[config.mk]
export PLATFORM = sky130hd
export DESIGN_NAME = fetch_sequencer
export DESIGN_NICKNAME = d
export VERILOG_FILES = /design/src/rtl/fetch_sequencer.sv
export SDC_FILE = /design/constraint.sdc
export NUM_CORES = 1
export LEC_CHECK = 0
export CAP_MARGIN = 20
export CORE_MARGIN = 8
export CORE_UTILIZATION = 40
export CTS_BUF_LIST = sky130_fd_sc_hd__clkbuf_16
export CTS_CLUSTER_DIAMETER = 50
export DETAILED_ROUTE_END_ITERATION = 8
export PLACE_DENSITY = 0.59
export SYNTH_ARGS = -nofsm -noshare
export SYNTH_HDL_FRONTEND = slang
export SYNTH_SLANG_ARGS = --single-unit
[constraint.sdc]
create_clock -name clk -period 3.2 [get_ports clk]
set_clock_uncertainty 0.15 [all_clocks]
set_input_delay 0.64 -clock clk [delete_from_list [all_inputs] [get_ports clk]]
set_output_delay 0.64 -clock clk [all_outputs]
set_load 0.02 [all_outputs]
[src/rtl/fetch_sequencer.sv]
// Instruction-fetch sequencer: owns the PC, drives a variable-latency instruction memory,
// buffers up to two fetched words for decode and applies downstream redirects and HALT.
module fetch_sequencer #(
  parameter int unsigned     PC_W     = 16,
  parameter logic [PC_W-1:0] RESET_PC = '0
) (
  input  logic            clk,
  input  logic            rst_n,
  output logic            imem_req,
  output logic [PC_W-1:0] imem_addr,
  input  logic            imem_done,
  input  logic [15:0]     imem_data,
  input  logic            redirect_valid,
  input  logic [PC_W-1:0] redirect_pc,
  input  logic            stall,
  input  logic            halt,
  output logic            if_valid,
  output logic [15:0]     if_instr,
  output logic [PC_W-1:0] if_pc_plus2,
  output logic            halted
);

  localparam logic [15:0] Nop = 16'h0800;

  typedef enum logic [2:0] {StStart, StIdle, StBusy, StDiscard, StHalted} state_e;

  state_e                 state_q, state_d;
  logic [PC_W-1:0]        pc_q, pc_d;
  logic [PC_W-1:0]        req_addr_q, req_addr_d;
  logic                   halt_pend_q, halt_pend_d;
  logic [1:0]             cnt_q, cnt_d;
  logic [1:0][15:0]       instr_q, instr_d;
  logic [1:0][PC_W-1:0]   pcp2_q, pcp2_d;

  logic                   pop, push, clear, outstanding;
  logic [1:0]             cnt_ap;
  logic [PC_W-1:0]        addr_plus2;

  always_ff @(posedge clk or negedge rst_n) begin
    if (!rst_n) begin
      state_q     <= StStart;
      pc_q        <= RESET_PC;
      req_addr_q  <= RESET_PC;
      halt_pend_q <= 1'b0;
      cnt_q       <= 2'd0;
      instr_q     <= {Nop, Nop};
      pcp2_q      <= '0;
    end else begin
      state_q     <= state_d;
      pc_q        <= pc_d;
      req_addr_q  <= req_addr_d;
      halt_pend_q <= halt_pend_d;
      cnt_q       <= cnt_d;
      instr_q     <= instr_d;
      pcp2_q      <= pcp2_d;
    end
  end

  always_comb begin
    state_d     = state_q;
    pc_d        = pc_q;
    req_addr_d  = req_addr_q;
    halt_pend_d = halt_pend_q;
    push        = 1'b0;
    clear       = 1'b0;
    imem_req    = 1'b0;
    imem_addr   = pc_q;

    pop         = (cnt_q != 2'd0) && !stall;
    cnt_ap      = cnt_q - {1'b0, pop};
    outstanding = (state_q == StBusy) || (state_q == StDiscard);

    case (state_q)
      StIdle:            imem_req = (cnt_ap < 2'd2) && !redirect_valid && !halt;
      StBusy, StDiscard: begin
        imem_req  = 1'b1;
        imem_addr = req_addr_q;
      end
      default: ;
    endcase

    addr_plus2 = imem_addr + PC_W'(2);

    case (state_q)
      StStart: state_d = StIdle;
      StIdle, StBusy, StDiscard: begin
        if (redirect_valid) begin
          // Redirect beats halt and stall; a HALT seen alongside it is wrong-path.
          pc_d  = redirect_pc;
          clear = 1'b1;
          if (outstanding && !imem_done) begin
            state_d = StDiscard;
          end else if (state_q == StDiscard && halt_pend_q) begin
            state_d     = StHalted;
            halt_pend_d = 1'b0;
          end else begin
            state_d = StIdle;
          end
        end else if (halt) begin
          clear = 1'b1;
          if (outstanding && !imem_done) begin
            state_d     = StDiscard;
            halt_pend_d = 1'b1;
          end else begin
            state_d     = StHalted;
            halt_pend_d = 1'b0;
          end
        end else begin
          case (state_q)
            StIdle: begin
              if (imem_req) begin
                if (imem_done) begin
                  push = 1'b1;
                  pc_d = addr_plus2;
                end else begin
                  req_addr_d = pc_q;
                  state_d    = StBusy;
                end
              end
            end
            StBusy: begin
              if (imem_done) begin
                push    = 1'b1;
                pc_d    = addr_plus2;
                state_d = StIdle;
              end
            end
            default: begin
              if (imem_done) begin
                state_d     = halt_pend_q ? StHalted : StIdle;
                halt_pend_d = 1'b0;
              end
            end
          endcase
        end
      end
      default: ;
    endcase
  end

  // Two-entry shift FIFO; entry 0 is the head presented to decode.
  always_comb begin
    cnt_d   = cnt_q;
    instr_d = instr_q;
    pcp2_d  = pcp2_q;
    if (clear) begin
      cnt_d = 2'd0;
    end else begin
      if (pop) begin
        instr_d[0] = instr_q[1];
        pcp2_d[0]  = pcp2_q[1];
        cnt_d      = cnt_ap;
      end
      if (push) begin
        instr_d[cnt_ap[0]] = imem_data;
        pcp2_d[cnt_ap[0]]  = addr_plus2;
        cnt_d              = cnt_ap + 2'd1;
      end
    end
  end

  assign if_valid    = (cnt_q != 2'd0);
  assign if_instr    = instr_q[0];
  assign if_pc_plus2 = pcp2_q[0];
  assign halted      = (state_q == StHalted);

endmodule

==> flow_metrics.py <==
metrics = {
    "clock_tree": {
        "h-tree-depth": 3,
        "postCtsSetupBuffers": 0,
        "cts_buffer_depth": 2,
        "cts_tree": "built",
        "clock_latency_ns": 0.35,
        "cts-resized-gates": 2,
        "cts_sinks": 102,
        "hold_buffers": 0,
        "clkTransAtPathRegs_ns": 0.07,
        "numCtsBuffers": 9,
        "cts_root_buf": "clkbuf_16",
    },
    "critical_path": {
        "rrSetupSlack_ns": 0.22,
        "r2r_cells": 10,
        "endpoint_kind": "output pin",
        "cp_cell_sequence": "clkdlybuf4s50_1, nor2b_2, ha_1, xor2_1, nor3_2, a21oi_1, nor2_1, dlygate4sd2_1",
        "worstReg2RegEnd": "instr_q[18]$_DFFE_PN0P_",
        "slowest_stage": "clkdlybuf4s50_1",
        "r2r-start": "cnt_q[0]$_DFFE_PN0P_",
        "arrival_ns": 2.26,
        "cp.required_ns": 2.41,
        "max_stage_delay_ns": 0.50,
        "cp-start-kind": "input pin",
        "crit_type": "input pin to output pin",
        "crit_path_max_fanout": 3,
    },
    "pwr": {
        "p_int_mw": 2.66,
        "clkPwrFrac_pct": 31.8,
        "power.density_nw_per_um2": 565,
        "p_seq_share_pct": 42.3,
        "switchingPower_mw": 1.11,
        "ir_worst_vdd_mv": 0.311,
        "p_leak_nw": 3.06,
        "p_sw_share_pct": 29.5,
        "combPwrFrac_pct": 25.9,
    },
    "sta": {
        "finalSetupTns_ns": 0,
        "tightest_slew_ns": 0.780,
        "hold_violations": 0,
        "period_minus_slack_ns": 3.05,
        "slew_headroom_pct": 48.0,
        "timing.hold.ws_ns": 0.203,
        "slew_viol_final": 0,
        "rsz0062_at_grt": "no",
        "max_freq_mhz": 328,
        "finalCritPeriodShare_pct": 95.3,
        "setup_viol": 0,
    },
    "flow_run": {
        "max_cap_violations": 0,
    },
    "place": {
        "place.gp.congestion": 0.834,
        "dp_hpwl_um": 9900,
        "dp.cells": 765,
        "io_buffers": 88,
        "placed_cell_area_um2": 6340,
    },
    "synth": {
        "synth_top_area_cell": "dfrtp_1",
        "synth_flop_cell": "dfrtp_1",
        "synth_cell_type_count": 49,
        "synthTopCellsByArea": "dfrtp_1 (47%), mux2_2 (6.6%), buf_4 (4.7%)",
        "synth-async-reset-ratio_pct": 100,
        "synth_edf_count": 0,
        "yosysMostFrequentCell": "dfrtp_1",
        "syn_nets": 568,
        "postSynthAreaPerCell_um2": 10.1,
        "ys_seq_area_share_pct": 48.0,
        "synth_top_area_share_pct": 47.0,
        "synth_commonest_cells": "dfrtp_1 (100), nand2_1 (47), nor2_1 (47), a21oi_1 (42), o21ai_0 (34)",
        "ys_warn_count": 0,
        "syn-cell-area_um2": 5320,
        "ys_ff_latch": 102,
        "synthCells": 528,
    },
    "grt": {
        "grt_pass1_vias": 4332,
        "grtUsageTotal_pct": 16.4,
        "grt_pass1_wl_um": 23100,
        "grt_max_degree": 60,
        "global_route.overflow_total": 0,
        "antenna_found_initial": 0,
    },
    "route": {
        "drt-initial-drc-count": 306,
        "via_count": 4073,
        "drc": 0,
        "drt_first_pass_iters": 5,
        "post_drt_wl_per_cell_um": 17.5,
        "ant_nets": 0,
        "drt-total-wl_um": 13700,
        "avgViaCountPerCell": 5.22,
    },
    "floorplanning": {
        "start_util_pct": 40.5,
        "die_y_um": 131,
        "num_rows": 42,
        "ioPinCount": 89,
        "die_area_um2": 17300,
        "die_w_um": 131,
        "core-area_um2": 13100,
    },
    "finish": {
        "area_growth_syn_to_layout_pct": 25.5,
        "drive_above_1_share_pct": 18.3,
        "final_area_um2": 6680,
        "fin_util_pct": 50.8,
        "n_antenna_cell": 0,
        "final_cell_count_no_fill": 781,
        "layout.nets": 640,
    },
    "outcome": {
        "status": "completed",
    },
    "hold_path": {
        "hold_class": "input pin to async pin",
    },
}
==> metrics by stage <==
stage / total power, mW / setup slack, ns
global route: 3.96 / 0.0192
CTS: 3.82 / 0.112
detailed placement: 2.61 / -0.200
global placement: 2.59 / -0.202
floorplan: 2.30 / 0.216
finish: 3.77 / 0.149
==> registers in the layout (all words and copies together) (netlist names) <==
signal	count
if_instr	16
pcp2_q	16
if_pc_plus2	16
cnt_q	2
state_q	3
pc_q	16
req_addr_q	16
instr_q	16
halt_pend_q	1
==> kinds of logic after synthesis <==
kind of cell | Yosys count | share of synthesized area (%)
AND/OR/NAND/NOR | 144 | 12.8
AO/OA/AOI/OAI | 131 | 14.2
flip-flops | 102 | 48.0
buffers and inverters | 74 | 8.41
multiplexers | 62 | 14.0
XOR/XNOR | 13 | 2.14
adder cells (fa/ha/maj) | 2 | 0.470
==> critical path: cells and delay by family <==
kind | cells | cell delay [ns]
and+or+nand+nor | 3 | 0.32
buffers and inverters | 2 | 0.83
AOI/OAI and AO/OA | 1 | 0.10
adders and majority gates | 1 | 0.20
xor gates and xnor gates | 1 | 0.17
==> power groups by stage <==
| stage | sequential [mW] | combinational, mW | clock [mW] |
|---|---|---|---|
| floorplan | 1.58 | 0.715 | 0 |
| global placement | 1.62 | 0.974 | 0 |
| detailed placement | 1.62 | 0.985 | 0 |
| CTS | 1.60 | 0.991 | 1.23 |
| global route | 1.62 | 1.06 | 1.28 |
| finish | 1.60 | 0.976 | 1.20 |
==> placed cells by master, fill, tap and decap left out, drive strengths merged, types with 3 or more instances in the layout <==
| cell | n |
|---|---|
| o21a | 4 |
| dfrtp | 100 |
| nand2b | 8 |
| xor2 | 5 |
| or3 | 3 |
| clkdlybuf4s50 | 86 |
| o21ai | 35 |
| buf | 38 |
| xnor2 | 8 |
| a21oi | 42 |
| a31oi | 5 |
| a22oi | 7 |
| o211ai | 5 |
| nor2b | 3 |
| mux2i | 15 |
| inv | 14 |
| and3 | 6 |
| nor2 | 47 |
| nor3 | 6 |
| o22ai | 27 |
| nand2 | 47 |
| mux2 | 47 |
| clkbuf | 9 |
| nand3 | 8 |
| or2 | 5 |
| and4 | 3 |
==> layout make-up <==
cell class | instances | area (um2)
Inverter | 10 | 37.5
Timing Repair Buffer | 125 | 1200
Clock inverter | 7 | 104
Clock buffer | 9 | 225
Tap cell | 176 | 220
Sequential cell | 102 | 2550
Multi-Input combinational cell | 352 | 2330
Fill cell | 1267 | 6460
==> metal layers <==
layer	vias up	part of all wire, %	track usage, %	wire (um)
li1	1965	-	-	-
met1	1997	47	21.5	6430
met2	103	47	26.5	6470
met3	8	5.2	4.69	713
met4	0	0.58	3.38	80
met5	-	0	0	0
==> worst max path at each step <==
stage                                 startpoint  cells past startpoint  slack [ns]                       to
final                                      stall                      8        0.15                 imem_req
after global routing        cnt_q[0]$_DFFE_PN0P_                      8        0.02                 imem_req
after CTS                 state_q[2]$_DFFE_PN0P_                      5        0.11             imem_addr[0]
after detailed placement                   stall                      8       -0.20                 imem_req
after global placement                     stall                      8       -0.20                 imem_req
after floorplan             cnt_q[1]$_DFFE_PN0P_                     11        0.22  instr_q[16]$_DFFE_PN0P_
No activity file was read; power rests on OpenSTA's default activity.
